[src/rtl/airi5c_hasti_sram_slave.sv]
// rtl/airi5c_hasti_sram_slave.sv - AHB-lite slave bridging to a single-port synchronous SRAM
//
// Purpose: accepts AHB-lite transfers and turns them into single-port SRAM
// accesses. Reads are issued in the address phase, so read data comes back with
// zero wait states. Writes are committed in the data phase, once hwdata is valid.
// A read that arrives while a write is committing has to wait one cycle, because
// there is only one SRAM port.
//
// Ports:
//   clk, nreset            clock (rising edge) and asynchronous active-low reset
//   hsel, haddr, hwrite,   AHB-lite address phase
//   hsize, htrans
//   hwdata                 AHB-lite write data (data phase)
//   hrdata, hready, hresp  AHB-lite response
//   mem_en, mem_we,        SRAM strobe, write strobe, byte lanes, word address
//   mem_be, mem_addr
//   mem_wdata, mem_rdata   SRAM write data and read data (read data lags mem_en by one cycle)

module airi5c_hasti_sram_slave #(
    parameter int MEM_AWIDTH = 12
) (
    input  logic                  clk,
    input  logic                  nreset,
    input  logic                  hsel,
    input  logic [31:0]           haddr,
    input  logic                  hwrite,
    input  logic [2:0]            hsize,
    input  logic [1:0]            htrans,
    input  logic [31:0]           hwdata,
    output logic [31:0]           hrdata,
    output logic                  hready,
    output logic                  hresp,
    output logic                  mem_en,
    output logic                  mem_we,
    output logic [3:0]            mem_be,
    output logic [MEM_AWIDTH-1:0] mem_addr,
    output logic [31:0]           mem_wdata,
    input  logic [31:0]           mem_rdata
);

    typedef enum logic [2:0] {
        IDLE,
        WDATA,
        STALL,
        ERR1,
        ERR2
    } state_t;

    state_t                  state;
    state_t                  state_nxt;
    logic                    rd_pending;
    logic                    rd_pending_nxt;
    logic [MEM_AWIDTH-1:0]   wr_addr;
    logic [MEM_AWIDTH-1:0]   wr_addr_nxt;
    logic [3:0]              wr_be;
    logic [3:0]              wr_be_nxt;

    logic                    valid;
    logic                    legal;
    logic [3:0]              lanes;
    logic [MEM_AWIDTH-1:0]   word_addr;
    logic                    unused_inputs;

    assign valid         = hsel & htrans[1];
    assign word_addr     = haddr[MEM_AWIDTH+1:2];
    assign unused_inputs = ^{haddr[31:MEM_AWIDTH+2], htrans[0]};

    always_comb begin
        lanes = 4'b0000;
        legal = 1'b0;
        case (hsize)
            3'd0: begin
                lanes = 4'b0001 << haddr[1:0];
                legal = 1'b1;
            end
            3'd1: begin
                lanes = 4'b0011 << {haddr[1], 1'b0};
                legal = ~haddr[0];
            end
            3'd2: begin
                lanes = 4'b1111;
                legal = (haddr[1:0] == 2'b00);
            end
            default: begin
                lanes = 4'b0000;
                legal = 1'b0;
            end
        endcase
    end

    always_ff @(posedge clk or negedge nreset) begin
        if (!nreset) begin
            state      <= IDLE;
            rd_pending <= 1'b0;
            wr_addr    <= '0;
            wr_be      <= 4'b0000;
        end else begin
            state      <= state_nxt;
            rd_pending <= rd_pending_nxt;
            wr_addr    <= wr_addr_nxt;
            wr_be      <= wr_be_nxt;
        end
    end

    always_comb begin
        state_nxt      = state;
        rd_pending_nxt = 1'b0;
        wr_addr_nxt    = wr_addr;
        wr_be_nxt      = wr_be;
        hready         = 1'b1;
        hresp          = 1'b0;
        mem_en         = 1'b0;
        mem_we         = 1'b0;
        mem_addr       = word_addr;
        mem_be         = lanes;

        case (state)
            // STALL re-presents the read the master held during the conflict,
            // so it is handled exactly like an ordinary address phase.
            IDLE, STALL: begin
                state_nxt = IDLE;
                if (valid) begin
                    if (!legal) begin
                        state_nxt = ERR1;
                    end else if (hwrite) begin
                        state_nxt   = WDATA;
                        wr_addr_nxt = word_addr;
                        wr_be_nxt   = lanes;
                    end else begin
                        mem_en         = 1'b1;
                        rd_pending_nxt = 1'b1;
                    end
                end
            end
            WDATA: begin
                mem_en    = 1'b1;
                mem_we    = 1'b1;
                mem_addr  = wr_addr;
                mem_be    = wr_be;
                state_nxt = IDLE;
                if (valid) begin
                    if (!legal) begin
                        state_nxt = ERR1;
                    end else if (hwrite) begin
                        state_nxt   = WDATA;
                        wr_addr_nxt = word_addr;
                        wr_be_nxt   = lanes;
                    end else begin
                        // SRAM port busy with the write: hold the read off one cycle.
                        hready    = 1'b0;
                        state_nxt = STALL;
                    end
                end
            end
            ERR1: begin
                hready    = 1'b0;
                hresp     = 1'b1;
                state_nxt = ERR2;
            end
            // Second error cycle: the master cancels whatever it drives here,
            // so nothing is accepted and no SRAM access is made.
            ERR2: begin
                hresp     = 1'b1;
                state_nxt = IDLE;
            end
            default: begin
                state_nxt = IDLE;
            end
        endcase

        // The read strobe is combinational from the live bus, so it must be
        // masked while reset is held.
        if (!nreset) begin
            mem_en = 1'b0;
            mem_we = 1'b0;
        end
    end

    assign hrdata    = rd_pending ? mem_rdata : 32'h0;
    assign mem_wdata = hwdata;

endmodule

[config.mk]
export PLATFORM = sky130hd
export DESIGN_NAME = airi5c_hasti_sram_slave
export DESIGN_NICKNAME = d
export VERILOG_FILES = /design/src/rtl/airi5c_hasti_sram_slave.sv
export SDC_FILE = /design/constraint.sdc
export NUM_CORES = 1
export LEC_CHECK = 0
export ABC_AREA = 0
export ABC_CLOCK_PERIOD_IN_PS = 2300
export CORE_UTILIZATION = 27
export CTS_BUF_LIST = sky130_fd_sc_hd__clkbuf_8
export DETAILED_ROUTE_END_ITERATION = 16
export GPL_TIMING_DRIVEN = 0
export PLACE_DENSITY = 0.82
export SLEW_MARGIN = 10
export SYNTH_ARGS = -nofsm -noshare
export SYNTH_HDL_FRONTEND = slang
export SYNTH_SLANG_ARGS = --single-unit
[constraint.sdc]
create_clock -name clk -period 2.3 [get_ports clk]
set_input_delay 0.46 -clock clk [delete_from_list [all_inputs] [get_ports clk]]
set_output_delay 0.46 -clock clk [all_outputs]
set_load 0.05 [all_outputs]
[Yosys cells after proc, flatten, opt, wreduce, memory -nomap -nowiden]
Cells that the tools add are included.
W data, S select, Z words.
Storage, ports and cells
  flip-flop bits (word level): 20
  bits in latches: 0
  RAM bits: 0
  memory bits (read-only): 0
  input port bits: 105
  logic and storage cells: 46
  memories: 0
Operators by class
  add/subtract/negate cells: 0
  $mul: 0
  divide/modulo/power cells: 0
  $lt $le $gt $ge: 0
  eq/ne operators: 6
  shift-type cells: 2
  muxes and demuxes: 25
  bitwise logic cells: 2
  reductions and logical operators: 7
Operators by type and width (count)
  $mux W32: 1
  $mux W1: 12
  $mux W12: 1
  $pmux W4 S3: 1
  $mux W2: 5
  $eq A3 B2 Y1 const B: 3
  $pmux W3 S3: 1
  $eq A3 B1 Y1 const B: 2
  $logic_not A3 Y1: 2
  $mux W4: 1
  $pmux W1 S2: 2
  $reduce_and A4 Y1: 1
  $reduce_or A2 Y1: 2
  $shl A1 B2 Y4 const A: 1
  $shl A2 B2 Y4 const A: 1
  $eq A3 B3 Y1 const B: 1
  $pmux W1 S3: 1
  $reduce_or A3 Y1: 1
  $logic_not A2 Y1: 1
  $and A1 B1 Y1: 1
  $not A1 Y1: 1

[Logic depth before layout (Yosys ltp)]
  depth in word-level cells: 6
  mapped depth: 5

[Least setup slack after synthesis]
Ideal clock, no wire load.
  kind: register to output
  from: register state[0]
  to: output port mem_be[0]
  data arrival time: 1.973 ns
  setup slack: -0.133 ns
  cell stages (with the launch flop): 5
  path through: dfrtp_1 > nor2b_1 > nor2b_1 > clkbuf_1 > o21ai_0
Between the ends
  cells in the longest elaborated chain, start to end: 2
Ends and longest elaborated chain
  start: declaration: RTL line 49  | state_t state;
  start signal: assignment: RTL line 98  | state <= state_nxt;
  $eq A3 B1 Y1: RTL line 117  | case (state)
  $mux W4: RTL line 117
  end: declaration: RTL line 35  | output logic [3:0] mem_be,
No other way between the ends.

[Worst setup path in the final report]
  from: register state[2]
  to: output port mem_addr[2]
Between the ends
  cells in the longest elaborated chain, start to end: 2
Ends and longest elaborated chain
  $eq A3 B1 Y1: RTL line 117
  $mux W12: RTL line 117
  end: declaration: RTL line 36  | output logic [MEM_AWIDTH-1:0] mem_addr,
No other way between the ends.

==> impl_metrics.csv <==
group,metric,value,unit
cells_and_area,seq_area,500,um^2
timing,final-setup-viol-count,0,
drt,vias,1604,
yosys,synth_area_leaders,"dfrtp_1, buf_4, mux2_2",
yosys,synthArstFlopShare,1.00,
worst_setup_path,rrSetupSlack,0.25,ns
die,ios,189,
timing,finalMaxSlewViolations,0,
worst_setup_path,crit_path_start_kind,"register",
global_route,grt_pass1_wl,7790,um
clocking,cts_buffers,3,
run_status,outcome,"complete, no violations",
die,coreArea,5540,um^2
worst_setup_path,worstPathRequired,1.84,ns
worst_setup_path,crit_fanout,10,
worst_setup_path,crit_chain,"nor2b_2 -> nor2b_4 -> buf_6 -> mux2_2 -> buf_2",
clocking,clkTransAtPathRegs,0.08,ns
clocking,htree_levels,1,
yosys,yosys_warnings,0,
cells_and_area,diodes,0,
timing,setup-tns-final,0,ns
cells_and_area,multiInputGateArea,815,um^2
global_route,first_global_vias,1645,
placement,post-place-ws,-0.827,ns
yosys,netlist_area,1560,um^2
placement,placed_cell_area,3020,um^2
timing,fin_crit_sh,0.957,
drt,wl,5080,um
worst_setup_path,critPathTopFamily,"flip-flops",
worst_setup_path,cp_data_arrival_time,1.74,ns
cells_and_area,drive_gt1_frac,0.316,
power_and_ir_drop,powerDensity,487,nW/um^2
cells_and_area,final_cells,376,
timing,hold_violations,0,
power_and_ir_drop,irDropWorstVdd,374,uV
drt,routedWlPerCell,13.5,um
global_route,grt_use_total,0.160,
clocking,clockBufferDepth,2,
timing,fmax,454,MHz
worst_setup_path,reg2reg_to,"wr_addr[7]",
clocking,clock_latency,0.26,ns
global_route,antenna_found_initial,0,
yosys,synth_area_leader_cell,"dfrtp_1",
yosys,synth_nets,266,
worst_setup_path,crit_buf_inv,2,
timing,layout_min_cycle_time,2.20,ns
cells_and_area,final_area,3060,um^2
cells_and_area,nets,410,
yosys,avgSynthCellArea,9.69,um^2
die,die_w,78.0,um
clocking,cts_tree,"built",
power_and_ir_drop,p_total,0.00149,W
clocking,cts_hold_buf,0,
yosys,synth_ff_type,"dfrtp_1",
yosys,yosysUniqueCellTypes,25,
worst_setup_path,r2r.worst_path.cells,5,
timing,rsz0062_at_grt,"false",
drt,drtAntennaViolNets,0,
worst_setup_path,reg2reg_from,"state[1]",
timing,layout_setup_ws,0.0988,ns
cells_and_area,area_delta_synth_final,96.3,%
placement,place_inst,370,
yosys,synth_top_cell_area_share,0.321,
die,start_util,0.282,
yosys,yosys-top-cells-count,"and2_1, buf_4, dfrtp_1",
worst_setup_path,crit_path_max_incr_delay,0.43,ns
placement,dp_hpwl,4280,um
die,dieArea,6090,um^2
cells_and_area,num-fill-cells,554,
placement,gp_congestion,0.711,
global_route,gr-total-overflow,0,
yosys,ys_seq_area_frac,0.321,
drt,viasPerCell,4.27,
yosys,synth.most_common_cell,"and2_1",
timing,worst_pin_slew,0.587,ns
worst_setup_path,critPathKind,"reg -> out",
timing,fin_skew,0.00374,ns
yosys,ys_seq_elements,20,
worst_setup_path,crit_slowest_cell,"dfrtp_1",
drt,first_pass_iters,4,
worst_setup_path,cp-end-kind,"output pin",
clocking,clockRootBuffer,"clkbuf_8",
die,rows,27,
power_and_ir_drop,power_leakage,1.53,nW
run,max_cap_violations,0,
drt,drc,0,
clocking,clock-sinks,20,
placement,port_buffers,137,
die,die_h,78.0,um
global_route,grt_max_degree,23,
timing,relSlewSlack,0.606,
yosys,syn-instance-count,161,
drt,first_iter_violations,9,
hold_path,hold_path_class,"in -> async",
yosys,synth-edff-count,0,
power by group:
part / switching, W / total, W / internal, W
combinational: 0.000362 / 0.000669 / 0.000307
clock: 0.000120 / 0.000352 / 0.000232
sequential: 0.0000403 / 0.000470 / 0.000430
sequential cells by signal, indices dropped and copies added, names as in the netlist:
name and cells:
wr_addr 12, state 3, wr_be 4, rd_pending 1
logic make-up after synthesis:
logic type      count (synthesis)  share of synthesized area
compound gates                 13                     0.0489
buf+inv                        42                      0.186
flops                          20                      0.321
mux                            29                      0.224
simple gates                   57                      0.221
placed cells by master (no fill, tap or decap), drive strengths merged, types with 2 or more instances in the layout:
master	instances
o21ai	6
mux2i	3
nor3	2
mux2	26
dlymetal6s2s	3
nor2b	5
dlygate4sd2	37
dfrtp	20
inv	4
clkdlybuf4s50	77
buf	53
nand2	5
nor2	7
clkdlybuf4s15	3
nor4	2
clkbuf	7
and2	33
a21oi	3
per-layer routing:
layer  up-vias  global-route usage  wire, um
met5         -                   0         0
met4         0              0.0426        35
met3         4              0.0512       526
met2        85               0.310      2700
met1       730               0.164      1820
li1        785                   -         -
layout make-up:
cell class	count	area share
flip-flops and latches	20	0.163
plain buffers	38	0.0952
inverters	4	0.00490
multi-input cells	99	0.266
clock inverters	1	0.00980
well taps	72	0.0294
clock buffers	3	0.0135
repair buffers	139	0.418
timing repair:
action | 4_1_cts | 5_1_grt
setup buffers | 1 | 1
endpoints found under the setup margin | 54 | 20
pin swaps | 4 | 1
resized for setup | 153 | 5
per-stage QoR:
stage | util | hold WS (ns)
after floorplan | - | 0.164
after global routing | 0.553 | 0.302
final | 0.553 | 0.266
after CTS | 0.548 | 0.284
after global placement | 0.545 | 0.484
after detailed placement | 0.545 | 0.489
worst max-delay path by stage:
| stage | slack, ns | to | cells past startpoint | start |
|---|---|---|---|---|
| after global routing | 0.003 | mem_addr[5] | 5 | state[2] |
| after detailed placement | -0.83 | mem_en | 3 | nreset |
| after CTS | 0.002 | hresp | 4 | state[1] |
| after global placement | -0.82 | mem_en | 3 | nreset |
| after floorplan | -0.13 | mem_be[0] | 4 | state[0] |
| final | 0.1 | mem_addr[2] | 5 | state[2] |
Note: power is estimated with default switching activity, not from simulation.
